<file path="config.mk">
export PLATFORM = sky130hd
export DESIGN_NAME = gf180mcu_ocd_io__supply_seq_flat
export DESIGN_NICKNAME = d
export VERILOG_FILES = /design/src/rtl/gf180mcu_ocd_io__supply_seq_pkg.sv /design/src/rtl/gf180mcu_ocd_io__supply_seq_if.sv /design/src/rtl/gf180mcu_ocd_io__pg_debounce.sv /design/src/rtl/gf180mcu_ocd_io__supply_seq.sv /design/src/flat_wrapper.sv
export SDC_FILE = /design/constraint.sdc
export NUM_CORES = 1
export LEC_CHECK = 0
export ABC_AREA = 1
export ABC_CLOCK_PERIOD_IN_PS = 3200
export CAP_MARGIN = 30
export CELL_PAD_IN_SITES_DETAIL_PLACEMENT = 0
export CELL_PAD_IN_SITES_GLOBAL_PLACEMENT = 1
export CORE_MARGIN = 2
export CORE_UTILIZATION = 49
export DETAILED_ROUTE_END_ITERATION = 16
export DONT_BUFFER_PORTS = 1
export PLACE_DENSITY_LB_ADDON = 0.1
export SYNTH_ARGS = -nofsm -noshare
export SYNTH_HDL_FRONTEND = slang
export SYNTH_SLANG_ARGS = --single-unit
</file>
<file path="constraint.sdc">
create_clock -name clk -period 3.2 [get_ports clk]
set_clock_uncertainty 0.1 [all_clocks]
set_input_delay 0.96 -clock clk [delete_from_list [all_inputs] [get_ports clk]]
set_output_delay 0.96 -clock clk [all_outputs]
set_load 0.02 [all_outputs]
</file>
<file path="src/rtl/gf180mcu_ocd_io__supply_seq_pkg.sv">
// Shared types and width helpers for the I/O-ring supply sequencer.
package gf180mcu_ocd_io_seq_pkg;

    // Sequencer states; BUSY is asserted in S_RAMP, S_GAP and S_DOWN.
    typedef enum logic [2:0] {
        S_IDLE  = 3'd0,
        S_RAMP  = 3'd1,
        S_GAP   = 3'd2,
        S_ON    = 3'd3,
        S_DOWN  = 3'd4,
        S_FAULT = 3'd5
    } state_t;

    // Width of a domain index; at least one bit even for a single domain.
    function automatic int dw_f(input int n_dom);
        return (n_dom <= 1) ? 1 : $clog2(n_dom);
    endfunction

    // Width of the shared step timer, sized for the longer of timeout and gap.
    function automatic int tw_f(input int tmo_cyc, input int gap_cyc);
        int longest;
        longest = (tmo_cyc > gap_cyc) ? tmo_cyc : gap_cyc;
        return $clog2(longest + 1);
    endfunction

endpackage

</file>
<file path="src/rtl/gf180mcu_ocd_io__supply_seq_if.sv">
// Power-manager / supply-pad bundle seen by the sequencer.
interface gf180mcu_ocd_io__supply_seq_if #(
    parameter int N_DOM = 4
) ();
    import gf180mcu_ocd_io_seq_pkg::*;

    localparam int DW = dw_f(N_DOM);

    logic             start;
    logic             stop;
    logic             clr_fault;
    logic [N_DOM-1:0] pg;
    logic [N_DOM-1:0] en;
    logic             ready;
    logic             fault;
    logic [DW-1:0]    fault_dom;
    logic             busy;

    // Power manager plus detectors: drive requests and raw power-good.
    modport master (
        output start, stop, clr_fault, pg,
        input  en, ready, fault, fault_dom, busy
    );

    // Sequencer side.
    modport slave (
        input  start, stop, clr_fault, pg,
        output en, ready, fault, fault_dom, busy
    );

endinterface

</file>
<file path="src/rtl/gf180mcu_ocd_io__pg_debounce.sv">
// Power-good conditioning for one domain: 2-flop synchroniser and a
// saturating run-length counter. pg_ok needs DEB_CYC consecutive synced-high
// samples to rise and drops on the first synced-low sample.
module gf180mcu_ocd_io__pg_debounce #(
    parameter int DEB_CYC = 16
) (
    input  logic clk,
    input  logic resetn,
    input  logic pg,
    output logic pg_ok
);

    localparam int CW = $clog2(DEB_CYC + 1);

    logic          sync1;
    logic          sync2;
    logic [CW-1:0] cnt;

    // Synchronise raw PG and count consecutive high samples.
    // NOTE: sequential state uses non-blocking assignments so every flop
    // samples the pre-edge value of the previous stage.
    always_ff @(posedge clk) begin
        if (!resetn) begin
            sync1 <= 1'b0;
            sync2 <= 1'b0;
            cnt   <= '0;
            pg_ok <= 1'b0;
        end else begin
            sync1 <= pg;
            sync2 <= sync1;
            if (!sync2) begin
                cnt   <= '0;
                pg_ok <= 1'b0;
            end else if (cnt != CW'(DEB_CYC)) begin
                cnt <= cnt + CW'(1);
                if (cnt == CW'(DEB_CYC - 1)) pg_ok <= 1'b1;
            end
        end
    end

endmodule

</file>
<file path="src/rtl/gf180mcu_ocd_io__supply_seq.sv">
// Power-up/power-down sequencer for N_DOM pad supply domains. Domains come up
// in ascending order gated on debounced power-good, go down in descending
// order, and any timeout or brown-out latches a sticky fault that drops all.
module gf180mcu_ocd_io__supply_seq
    import gf180mcu_ocd_io_seq_pkg::*;
#(
    parameter int N_DOM   = 4,
    parameter int DEB_CYC = 16,
    parameter int TMO_CYC = 1024,
    parameter int GAP_CYC = 8
) (
    input  logic                           clk,
    input  logic                           resetn,
    gf180mcu_ocd_io__supply_seq_if.slave   bus
);

    localparam int DW = dw_f(N_DOM);
    localparam int TW = tw_f(TMO_CYC, GAP_CYC);
    localparam logic [TW-1:0] TMO_LAST = TW'(TMO_CYC - 1);
    localparam logic [TW-1:0] GAP_LAST = TW'(GAP_CYC - 1);

    state_t           state;
    logic [DW-1:0]    idx;
    logic [TW-1:0]    timer;
    logic [N_DOM-1:0] en_q;
    logic             ready_q;
    logic             fault_q;
    logic [DW-1:0]    fault_dom_q;
    logic             busy_q;

    logic [N_DOM-1:0] pg_ok;
    logic [N_DOM-1:0] idx_bit;
    logic             idx_last;
    logic             lost;
    logic [DW-1:0]    lost_dom;

    for (genvar g = 0; g < N_DOM; g++) begin : g_deb
        gf180mcu_ocd_io__pg_debounce #(.DEB_CYC(DEB_CYC)) u_deb (
            .clk    (clk),
            .resetn (resetn),
            .pg     (bus.pg[g]),
            .pg_ok  (pg_ok[g])
        );
    end

    assign idx_bit  = N_DOM'(1) << idx;
    assign idx_last = (idx == DW'(N_DOM - 1));

    // Find the lowest enabled domain that has lost power-good.
    // NOTE: every always_comb output gets a default first, so no latch is inferred.
    always_comb begin
        lost     = 1'b0;
        lost_dom = '0;
        for (int j = N_DOM - 1; j >= 0; j--) begin
            if (j <= int'(idx) && !pg_ok[j]) begin
                lost     = 1'b1;
                lost_dom = DW'(j);
            end
        end
    end

    // Sequencer FSM with registered outputs; the timer clears on every step.
    always_ff @(posedge clk) begin
        if (!resetn) begin
            state       <= S_IDLE;
            idx         <= '0;
            timer       <= '0;
            en_q        <= '0;
            ready_q     <= 1'b0;
            fault_q     <= 1'b0;
            fault_dom_q <= '0;
            busy_q      <= 1'b0;
        end else begin
            case (state)
                S_IDLE: begin
                    if (bus.start && !bus.stop && !fault_q) begin
                        state  <= S_RAMP;
                        idx    <= '0;
                        timer  <= '0;
                        en_q   <= N_DOM'(1);
                        busy_q <= 1'b1;
                    end
                end
                S_RAMP: begin
                    if (bus.stop) begin
                        state  <= S_DOWN;
                        timer  <= '0;
                        en_q   <= en_q & ~idx_bit;
                    end else if (pg_ok[idx]) begin
                        timer <= '0;
                        if (idx_last) begin
                            state   <= S_ON;
                            ready_q <= 1'b1;
                            busy_q  <= 1'b0;
                        end else begin
                            state <= S_GAP;
                        end
                    end else if (timer == TMO_LAST) begin
                        state       <= S_FAULT;
                        timer       <= '0;
                        en_q        <= '0;
                        fault_q     <= 1'b1;
                        fault_dom_q <= idx;
                        busy_q      <= 1'b0;
                    end else begin
                        timer <= timer + TW'(1);
                    end
                end
                S_GAP: begin
                    if (bus.stop) begin
                        state <= S_DOWN;
                        timer <= '0;
                        en_q  <= en_q & ~idx_bit;
                    end else if (timer == GAP_LAST) begin
                        state <= S_RAMP;
                        timer <= '0;
                        idx   <= idx + DW'(1);
                        en_q  <= en_q | (idx_bit << 1);
                    end else begin
                        timer <= timer + TW'(1);
                    end
                end
                S_ON: begin
                    if (lost) begin
                        state       <= S_FAULT;
                        en_q        <= '0;
                        ready_q     <= 1'b0;
                        fault_q     <= 1'b1;
                        fault_dom_q <= lost_dom;
                    end else if (bus.stop) begin
                        state   <= S_DOWN;
                        timer   <= '0;
                        en_q    <= en_q & ~idx_bit;
                        ready_q <= 1'b0;
                        busy_q  <= 1'b1;
                    end else begin
                        ready_q <= 1'b1;
                    end
                end
                S_DOWN: begin
                    if (timer == GAP_LAST) begin
                        timer <= '0;
                        if (idx == '0) begin
                            state  <= S_IDLE;
                            busy_q <= 1'b0;
                        end else begin
                            idx  <= idx - DW'(1);
                            en_q <= en_q & ~(idx_bit >> 1);
                        end
                    end else begin
                        timer <= timer + TW'(1);
                    end
                end
                S_FAULT: begin
                    if (bus.clr_fault && !bus.start) begin
                        state       <= S_IDLE;
                        idx         <= '0;
                        fault_q     <= 1'b0;
                        fault_dom_q <= '0;
                    end
                end
                default: begin
                    state   <= S_IDLE;
                    idx     <= '0;
                    timer   <= '0;
                    en_q    <= '0;
                    ready_q <= 1'b0;
                    busy_q  <= 1'b0;
                end
            endcase
        end
    end

    assign bus.en        = en_q;
    assign bus.ready     = ready_q;
    assign bus.fault     = fault_q;
    assign bus.fault_dom = fault_dom_q;
    assign bus.busy      = busy_q;

endmodule

</file>
<file path="src/flat_wrapper.sv">
// flat-port wrapper written by rule: the top's interface ports become plain ports
module gf180mcu_ocd_io__supply_seq_flat import gf180mcu_ocd_io_seq_pkg::*;
#(
    parameter int N_DOM   = 4,
    parameter int DEB_CYC = 16,
    parameter int TMO_CYC = 1024,
    parameter int GAP_CYC = 8
)
  (clk, resetn, bus_start, bus_stop, bus_clr_fault, bus_pg, bus_en, bus_ready, bus_fault, bus_fault_dom, bus_busy);
  gf180mcu_ocd_io__supply_seq_if #(.N_DOM(N_DOM)) bus_i ();
  input  logic clk;
  input  logic resetn;
  input wire logic [$bits(bus_i.start)-1:0] bus_start;
  input wire logic [$bits(bus_i.stop)-1:0] bus_stop;
  input wire logic [$bits(bus_i.clr_fault)-1:0] bus_clr_fault;
  input wire logic [$bits(bus_i.pg)-1:0] bus_pg;
  output wire logic [$bits(bus_i.en)-1:0] bus_en;
  output wire logic [$bits(bus_i.ready)-1:0] bus_ready;
  output wire logic [$bits(bus_i.fault)-1:0] bus_fault;
  output wire logic [$bits(bus_i.fault_dom)-1:0] bus_fault_dom;
  output wire logic [$bits(bus_i.busy)-1:0] bus_busy;
  assign bus_i.start = bus_start;
  assign bus_i.stop = bus_stop;
  assign bus_i.clr_fault = bus_clr_fault;
  assign bus_i.pg = bus_pg;
  assign bus_en = bus_i.en;
  assign bus_ready = bus_i.ready;
  assign bus_fault = bus_i.fault;
  assign bus_fault_dom = bus_i.fault_dom;
  assign bus_busy = bus_i.busy;
  gf180mcu_ocd_io__supply_seq #(.N_DOM(N_DOM), .DEB_CYC(DEB_CYC), .TMO_CYC(TMO_CYC), .GAP_CYC(GAP_CYC)) u_core (.clk(clk), .resetn(resetn), .bus(bus_i));
endmodule
</file>
* Yosys cells after proc, flatten, opt, wreduce, memory -nomap -nowiden
Index checks and enable logic that the tools add are counted.
W data, S select, Z words.
** Word-level totals
- Register bits :: 57
- Output and inout bits :: 9
- Word-level logic and storage cells :: 193
** Operators by class
- Add/subtract/negate cells :: 7
- Order comparisons :: 4
- Eq/ne operators :: 38
- Shift-type cells :: 1
- Muxes and demuxes :: 77
- Bitwise operators :: 9
- Reductions and logical operators :: 33
** Operator list (count)
- $mux W11 :: 8
- $pmux W11 S6 :: 1
- $mux W4 :: 10
- $mux W3 :: 11
- $mux W2 :: 14
- $mux W1 :: 25
- $pmux W4 S6 :: 1
- $add A5 B1 Y5 const B :: 4
- $eq A5 B4 Y1 const B :: 4
- $ne A5 B5 Y1 const B :: 4
- $ne A2 B1 Y1 const B :: 9
- $pmux W3 S6 :: 1
- $reduce_and A2 Y1 :: 8
- $reduce_and A7 Y1 :: 2
- $ne A2 B2 Y1 const B :: 6
- $ne A3 B2 Y1 const B :: 4
- $add A11 B1 Y11 const B :: 1
- $eq A11 B10 Y1 const B :: 1
- $eq A11 B3 Y1 const B :: 1
- $pmux W2 S5 :: 1
- $reduce_and A9 Y1 :: 1
- $and A4 B4 Y4 :: 2
- $reduce_and A4 Y1 :: 2
- $reduce_and A8 Y1 :: 1
- 29 further kinds :: 47

* Depth between registers and ports, before layout
Gate-level depths: netlist (run 1).
- Depth in word-level cells :: 8
- Mapped depth :: 14
- Gate-level depth less buffers :: 14

* Hierarchy
Synthesis (run 1) repeated with hierarchy kept, for this count alone.
** Unflattened totals
- Cell total of the unflattened synthesis :: 524
- Area, all modules :: 3523.4 um^2
** Modules (own cells, without submodules)
- gf180mcu_ocd_io__supply_seq :: instances 1, cells each 336, area an instance 2097.0 um^2
- gf180mcu_ocd_io__pg_debounce :: instances 4, cells each 47, area an instance 356.6 um^2

* Least setup slack after synthesis (run 1)
Ideal clock, no wire load.
- Kind :: input -> register
- Start point :: in bus_stop
- End point :: reg u_core.timer[6]
- Setup time :: 0.117 ns
- Arrival time :: 1.921 ns
- Path slack :: 1.062 ns
- Stages :: 10
- Path through :: buf_6 > inv_2 > nand3_1 > nand2_2 > inv_2 > nor2_4 > nand2_2 > buf_6 > o21ai_0 > nor2_1
** On the way
- Word-level cells in the longest chain between the ends :: 5
- Elaborated cells between the ends (all ways) :: 9
- Classes of those cells :: eq/ne (2); mux (3); reduce/logical (4)
** RTL lines
- start, declared :: line flat_wrapper.sv:14 : input wire logic [$bits(bus_i.stop)-1:0] bus_stop;
- $logic_not A1 Y1 :: line gf180mcu_ocd_io__supply_seq.sv:76 : if (bus.start && !bus.stop && !fault_q) begin
- $logic_and A1 B1 Y1 (2 in series) :: line gf180mcu_ocd_io__supply_seq.sv:76
- $ne A2 B1 Y1 (no line)
- $reduce_and A4 Y1 (no line)
- end signal, assigned :: line gf180mcu_ocd_io__supply_seq.sv:106 : timer <= timer + TW'(1);
- end signal, assigned :: line gf180mcu_ocd_io__supply_seq.sv:120 : timer <= timer + TW'(1);
- end signal, assigned :: line gf180mcu_ocd_io__supply_seq.sv:151 : timer <= timer + TW'(1);
- end, declared :: line gf180mcu_ocd_io__supply_seq.sv:24 : logic [TW-1:0] timer;
Several ways; a longest one is shown, not always the timed one.
A chain may end at the register's enable or synchronous reset.

* Final worst setup path (run 1)
- Start point :: reg u_core.idx[0]
- End point :: reg u_core.timer[7]
** On the way
- Word-level cells in the longest chain between the ends :: 8
- Elaborated cells between the ends (all ways) :: 17
- Classes of those cells :: order compare (3); eq/ne (1); mux (9); reduce/logical (4)
** RTL lines
- start, declared :: line gf180mcu_ocd_io__supply_seq.sv:23 : logic [DW-1:0] idx;
- start signal, assigned :: line gf180mcu_ocd_io__supply_seq.sv:117 : idx <= idx + DW'(1);
- start signal, assigned :: line gf180mcu_ocd_io__supply_seq.sv:147 : idx <= idx - DW'(1);
- $le A2 B2 Y1 :: line gf180mcu_ocd_io__supply_seq.sv:55 : if (j <= int'(idx) && !pg_ok[j]) begin
- $logic_and A1 B1 Y1 :: line gf180mcu_ocd_io__supply_seq.sv:55
- $mux W1 (4 in series) :: line gf180mcu_ocd_io__supply_seq.sv:55
- $ne A2 B2 Y1 (no line)
- $reduce_and A4 Y1 (no line)
Several ways; a longest one is shown, not always the timed one. The select of a mux whose other input is x is not followed.

==> flow_summary.yaml, run 1 <==
place:
  numPlacedInstances: 580
  dp_hpwl_mm: 6.01
  place_congestion: 0.900
  numPortBuffers: 0
  dp_slack_ns: 0.944
routing:
  route.top_layer_used: "met4"
  vias: 3160
  met1_length_mm: 3.60
  finalWirelength_mm: 7.81
  drtAntennaViolNets: 0
  avgRoutedWirePerCell_um: 13.1
  drc: 0
  drt_iter0_drc: 136
  wl_met3_um: 391
  dr.pass1.iters: 4
  viasPerCell: 5.30
  route.met2.wl_mm: 3.69
yosys:
  syn_inst: 508
  synth_area_um2: 3310
  yosysUniqueCellTypes: 30
  postSynthNetCount: 535
  ys_seq_elements: 57
  avgSynthCellArea_um2: 6.51
  yosysSeqAreaShare: 0.345
  ys_warn_count: 0
sta:
  max_freq_ghz: 0.459
  final.period_utilization: 0.681
  setup_viol_count_final: 0
  setup_ws_ns: 1.02
  slew_viol_final: 0
  finalSetupTns_ns: 0
  max_slew_margin: 0.610
  period_minus_slack_ns: 2.18
  hold_violations: 0
  worst_pin_slew_ns: 0.580
  rsz0062_at_grt: "false"
critical_path:
  rr_endpoint: "u_core.timer[7]"
  crit_chain: "inv_2 > ha_1 > nor2_1 > nor2_1 > nor2_4 > nand3_1 > nand2_1 > nand2_2 > inv_2 > nand2_1 > nand3_1 > nor2_1"
  crit_slowest_cell: "dfxtp_1"
  start_kind: "flip-flop"
  crit-reg2reg-launch: "u_core.idx[0]"
  crit_top_cell: "nor2_1"
  rr_worst_depth: 12
  cpPeakStageDelay_ns: 0.43
  crit_required_ns: 3.34
  crit_arrival_ns: 2.32
  end_kind: "flip-flop"
  ff2ff_setup_slack_ns: 1.02
  critPathKind: "flip-flop to flip-flop"
  crit_fanout: 13
clock_tree:
  cts_tree: "built"
  cts.sinks: 57
  numCtsBuffers: 9
  hold_buffers: 0
  clk_latency_ns: 0.34
  htreeDepth: 3
  cts_buffer_depth: 2
  cts_repair_resize_count: 0
  clock-root-buffer: "clkbuf_8"
  clk_pin_slew_worst_paths_ns: 0.07
  cts_setup_buffers: 0
finish:
  layout_commonest_cell: "nand2_1"
  fin_nets: 541
  n_antenna_cell: 0
  final_cell_count_no_fill: 596
  final_cell_mix: "nand2_1 (122), inv_1 (79), nor2_1 (69), dfxtp_1 (57), nand3_1 (36)"
  area_delta_synth_final_pct: 8.17
  layout-drive-gt1-share: 0.0771
pwr:
  power_frac_seq: 0.333
  swShare: 0.444
  p_clk_frac: 0.265
  p_sw_mw: 1.20
  ir_drop_mv: 0.471
  p_int_mw: 1.51
  power_density_nw_per_um2: 757
  p_comb_frac: 0.402
  leakagePower_nw: 1.71
grt:
  antenna_found_initial: 0
  grt_usage: 0.234
  grt_pass1_vias: 3004
  grt_pass1_wl_mm: 13.8
  grt_remaining_overflow: 0
  grt_start_max_net_pins: 31
floorplan:
  placeableCoreArea_um2: 6420
  ios: 18
  die_y_um: 86.2
  initial_core_util: 0.515
  chipWidth_um: 86.2
  dieArea_um2: 7420
  std_cell_rows: 29
flow_run:
  cap_violations: 0
worst_hold_path:
  min_to: "u_core.g_deb[3].u_deb.sync2"
  hold_class: "flip-flop to flip-flop"
  min_path_cells: 2
  holdCritStartpoint: "u_core.g_deb[3].u_deb.sync1"
status:
  outcome: "finished clean"
[power by group through the flow]
stage / combinational [mW] / sequential [mW] / clock, mW
floorplan: 0.849 / 0.901 / 0
global placement: 1.06 / 0.917 / 0
detailed placement: 1.08 / 0.922 / 0
CTS: 1.08 / 0.905 / 0.739
global route: 1.25 / 0.916 / 0.771
finish: 1.09 / 0.903 / 0.718
[logic make-up after synthesis]
logic type / Yosys count / share of synthesized area
DFF: 57 / 0.345
xor gates and xnor gates: 2 / 0.00530
buffers and inverters: 92 / 0.110
and+or+nand+nor: 272 / 0.361
adders and majority gates: 18 / 0.0681
AOI/OAI and AO/OA: 67 / 0.111
[routing by layer]
metal / track usage / vias to the layer above
met4: 0.0808 / 0
li1: - / 1636
met5: 0 / -
met2: 0.381 / 74
met3: 0.0500 / 11
met1: 0.306 / 1439
[worst max path at each step]
| stage | from | end | cells after the start |
|---|---|---|---|
| floorplan | bus_stop | u_core.timer[6] | 10 |
| global placement | bus_stop | u_core.timer[4] | 10 |
| detailed placement | bus_stop | u_core.timer[4] | 10 |
| CTS | u_core.idx[0] | u_core.timer[4] | 12 |
| global route | u_core.idx[0] | u_core.timer[3] | 13 |
| finish | u_core.idx[0] | u_core.timer[7] | 12 |
[area by class of cell]
| type | count | area, um^2 |
|---|---|---|
| flip-flops and latches | 57 | 1140 |
| well taps | 77 | 96.3 |
| inverters | 87 | 327 |
| multi-input cells | 359 | 1800 |
| clock inverters | 6 | 72.6 |
| fillers | 665 | 2850 |
| clock buffers | 10 | 138 |
[sequential cells by signal (all words and copies together), names as in the netlist, 2 cells and up]
register / cells
u_core.g_deb.u_deb.cnt: 20
u_core.timer: 11
u_core.bus.en: 4
u_core.g_deb.u_deb.pg_ok: 4
u_core.g_deb.u_deb.sync1: 4
u_core.g_deb.u_deb.sync2: 4
u_core.state: 3
u_core.bus.fault_dom: 2
u_core.idx: 2
[cells in the mapped netlist]
cell	number	area (um^2)
nor3b_1	2	15.0
nand4_1	13	81.3
buf_2	2	10.0
o21ai_1	4	20.0
ha_1	18	225
nand2_2	3	18.8
nor2_4	3	33.8
nor2_2	6	37.5
and3_1	1	6.26
a21oi_1	33	165
o21ai_0	18	90.1
buf_1	1	3.75
a31oi_1	3	18.8
o21a_1	2	15.0
a211oi_1	1	7.51
inv_1	79	297
o21bai_2	1	11.3
nor3_1	12	60.1
nor2_1	69	259
nand3_1	36	180
inv_2	8	30.0
nor4b_1	2	17.5
buf_6	2	22.5
o21ai_2	2	17.5
o211ai_1	3	22.5
xor2_1	2	17.5
nand3_2	1	10.0
dfxtp_1	57	1140
nand2_1	122	458
nand3b_1	2	15.0
[critical path, delay by kind of cell, from the launching register on]
family	cells	cell delay [ns]
adders and majority gates	1	0.23
and+or+nand+nor	9	1.04
DFF	1	0.43
buffers and inverters	2	0.29
[stage by stage]
step	hold slack, ns	power [mW]	instance area (um^2)	utilization
after floorplan	0.290	1.75	3310	-
after global placement	0.295	1.98	3370	0.524
after detailed placement	0.299	2.00	3370	0.524
after CTS	0.317	2.72	3580	0.557
after global routing	0.341	2.94	3580	0.557
final	0.315	2.71	3580	0.557
(Power assumes the default switching activity.)
==> run 2, diff against run 1 <==
ABC_CLOCK_PERIOD_IN_PS = 1750   (was 3200)
CORE_UTILIZATION = 41   (was 49)
clock period = 1.75 ns   (was 3.2 ns; I/O delays follow)
==> run 2 against run 1 <==
Against the previous run:
- the flow now finishes with violations (negative setup slack)
- critical path depth decreased by 2
- combinational power rose to 3.0 times the previous value
- register-to-register slack lost 1.1 ns
- core utilization up 1.9 points
==> flow_summary.yaml, run 2 (synthesized netlist as in run 1, its figures left out) <==
sta:
  hold_ws_ns: 0.187
  worst_pin_slew_ns: 0.394
  period_minus_slack_ns: 1.81
  rsz0062_at_grt: "true"
  setup_ws_ns: -0.0632
  final.period_utilization: 1.04
  hold_violations: 0
  max_freq_ghz: 0.551
  max_slew_margin: 0.737
  setup_viol_count_final: 11
  slew_viol_final: 0
critical_path:
  end_kind: "flip-flop"
  crit-reg2reg-launch: "u_core.idx[1]"
  crit_fanout: 5
  crit_top_cell: "nor2_4"
  crit_family: "simple AND/OR/NAND/NOR gates"
  rr_worst_depth: 10
  setup.worst_path.end: "u_core.timer[4]"
  ff2ff_setup_slack_ns: -0.06
  crit_required_ns: 1.87
  cpPeakStageDelay_ns: 0.36
  crit_chain: "buf_6 > buf_6 > nor2_4 > nor2_4 > nor2_4 > nand3_2 > nand2_4 > nand4_1 > nand2_2 > nor2_1"
  crit_arrival_ns: 1.94
  rr_endpoint: "u_core.timer[4]"
  cp.depth: 10
  critPathBufInv: 2
  startpoint: "u_core.idx[1]"
  start_kind: "flip-flop"
  critPathKind: "flip-flop to flip-flop"
  crit_slowest_cell: "dfxtp_4"
finish:
  final_core_util: 0.576
  fin_nets: 614
  area_delta_synth_final_pct: 35.3
  largest-register: "u_core.g_deb.u_deb.cnt"
  layout-drive-gt1-share: 0.292
  final_cell_mix: "nand2_1 (107), inv_1 (76), buf_4 (65), nor2_1 (54), dfxtp_1 (51)"
  top_regs: "u_core.g_deb.u_deb.cnt: 20 flops, u_core.timer: 11 flops"
  n_antenna_cell: 0
  layout_commonest_cell: "nand2_1"
  largest_reg_flops: 20
floorplan:
  initial_core_util: 0.426
  die_y_um: 93.8
  dieArea_um2: 8800
  chipWidth_um: 93.8
  ios: 18
  placeableCoreArea_um2: 7770
  std_cell_rows: 32
clock_tree:
  htreeDepth: 3
  cts_buffer_depth: 2
  clk_latency_ns: 0.34
  clock-root-buffer: "clkbuf_8"
  hold_buffers: 0
  cts_tree: "built"
  numCtsBuffers: 9
  cts.sinks: 57
  clk_pin_slew_worst_paths_ns: 0.06
status:
  violations: "negative setup slack"
  outcome: "finished, violations left"
grt:
  grt_pass1_vias: 3400
  grt_usage: 0.211
  antenna_found_initial: 0
  grt_start_max_net_pins: 31
  grt_pass1_wl_mm: 14.8
  grt_remaining_overflow: 0
routing:
  viasPerCell: 4.93
  dr.pass1.iters: 5
  drt_iter0_drc: 139
  drtAntennaViolNets: 0
  finalWirelength_mm: 8.79
  drc: 0
  avgRoutedWirePerCell_um: 12.7
  vias: 3411
worst_hold_path:
  hold_class: "input pin to flip-flop"
  min_path_cells: 2
pwr:
  leakagePower_nw: 2.10
  report.power.total_mw: 6.13
  power_density_nw_per_um2: 1370
  ir_drop_mv: 0.547
place:
  place_congestion: 0.906
  dp_slack_ns: -0.0824
  numPortBuffers: 0
  dp_hpwl_mm: 6.47
flow_run:
  cap_violations: 0
## run 2: changes by cell type in the layout (fill, tap and decap cells not counted), sizes merged
cell | previous run | this run
buf | 0 | 73
inv | 90 | 87
clkinv | 1 | 3
clkinvlp | 1 | 0
## run 2: through the flow
step / TNS, ns / std cells / area, um^2
6_report: -0.383 / 692 / 4480
5_1_grt: -1.76 / 692 / 4480
4_1_cts: -0.0178 / 689 / 4200
3_5_place_dp: -0.734 / 671 / 3900
3_3_place_gp: -0.278 / 671 / 3900
2_1_floorplan: 0 / 508 / 3310
## run 2: repair_timing
item,4_1_cts,5_1_grt
setup endpoints to repair,21,24
pin swaps,10,29
cloned,0,0
gates resized for setup,27,73
buffers inserted,4,4
## run 2: per-layer routing
layer,share of wire,track usage
met5,0,0
met4,0.014,0.0568
met3,0.040,0.0610
met2,0.50,0.372
met1,0.45,0.250
## run 2: worst min path at each step
stage / startpoint / end
finish: resetn / u_core.g_deb[1].u_deb.sync2
global route: resetn / u_core.g_deb[1].u_deb.sync1
CTS: resetn / u_core.g_deb[0].u_deb.sync1
detailed placement: u_core.g_deb[1].u_deb.sync1 / u_core.g_deb[1].u_deb.sync2
global placement: u_core.g_deb[1].u_deb.sync1 / u_core.g_deb[1].u_deb.sync2
floorplan: u_core.g_deb[0].u_deb.sync1 / u_core.g_deb[0].u_deb.sync2
## run 2: final cells by class
| class | count | area [um^2] |
|---|---|---|
| fill | 755 | 3290 |
| multi-input combinational | 359 | 2090 |
| sequential | 57 | 1160 |
| timing repair buffer | 73 | 578 |
| inverter | 87 | 339 |
| clock buffer | 10 | 138 |
| tap | 102 | 128 |
| clock inverter | 4 | 45.0 |
## run 2: where the power goes
| group | leakage [nW] | internal [mW] | switching (mW) |
|---|---|---|---|
| combinational | 1.54 | 1.43 | 1.85 |
| clock | 0.0978 | 0.672 | 0.515 |
| sequential | 0.467 | 1.46 | 0.205 |
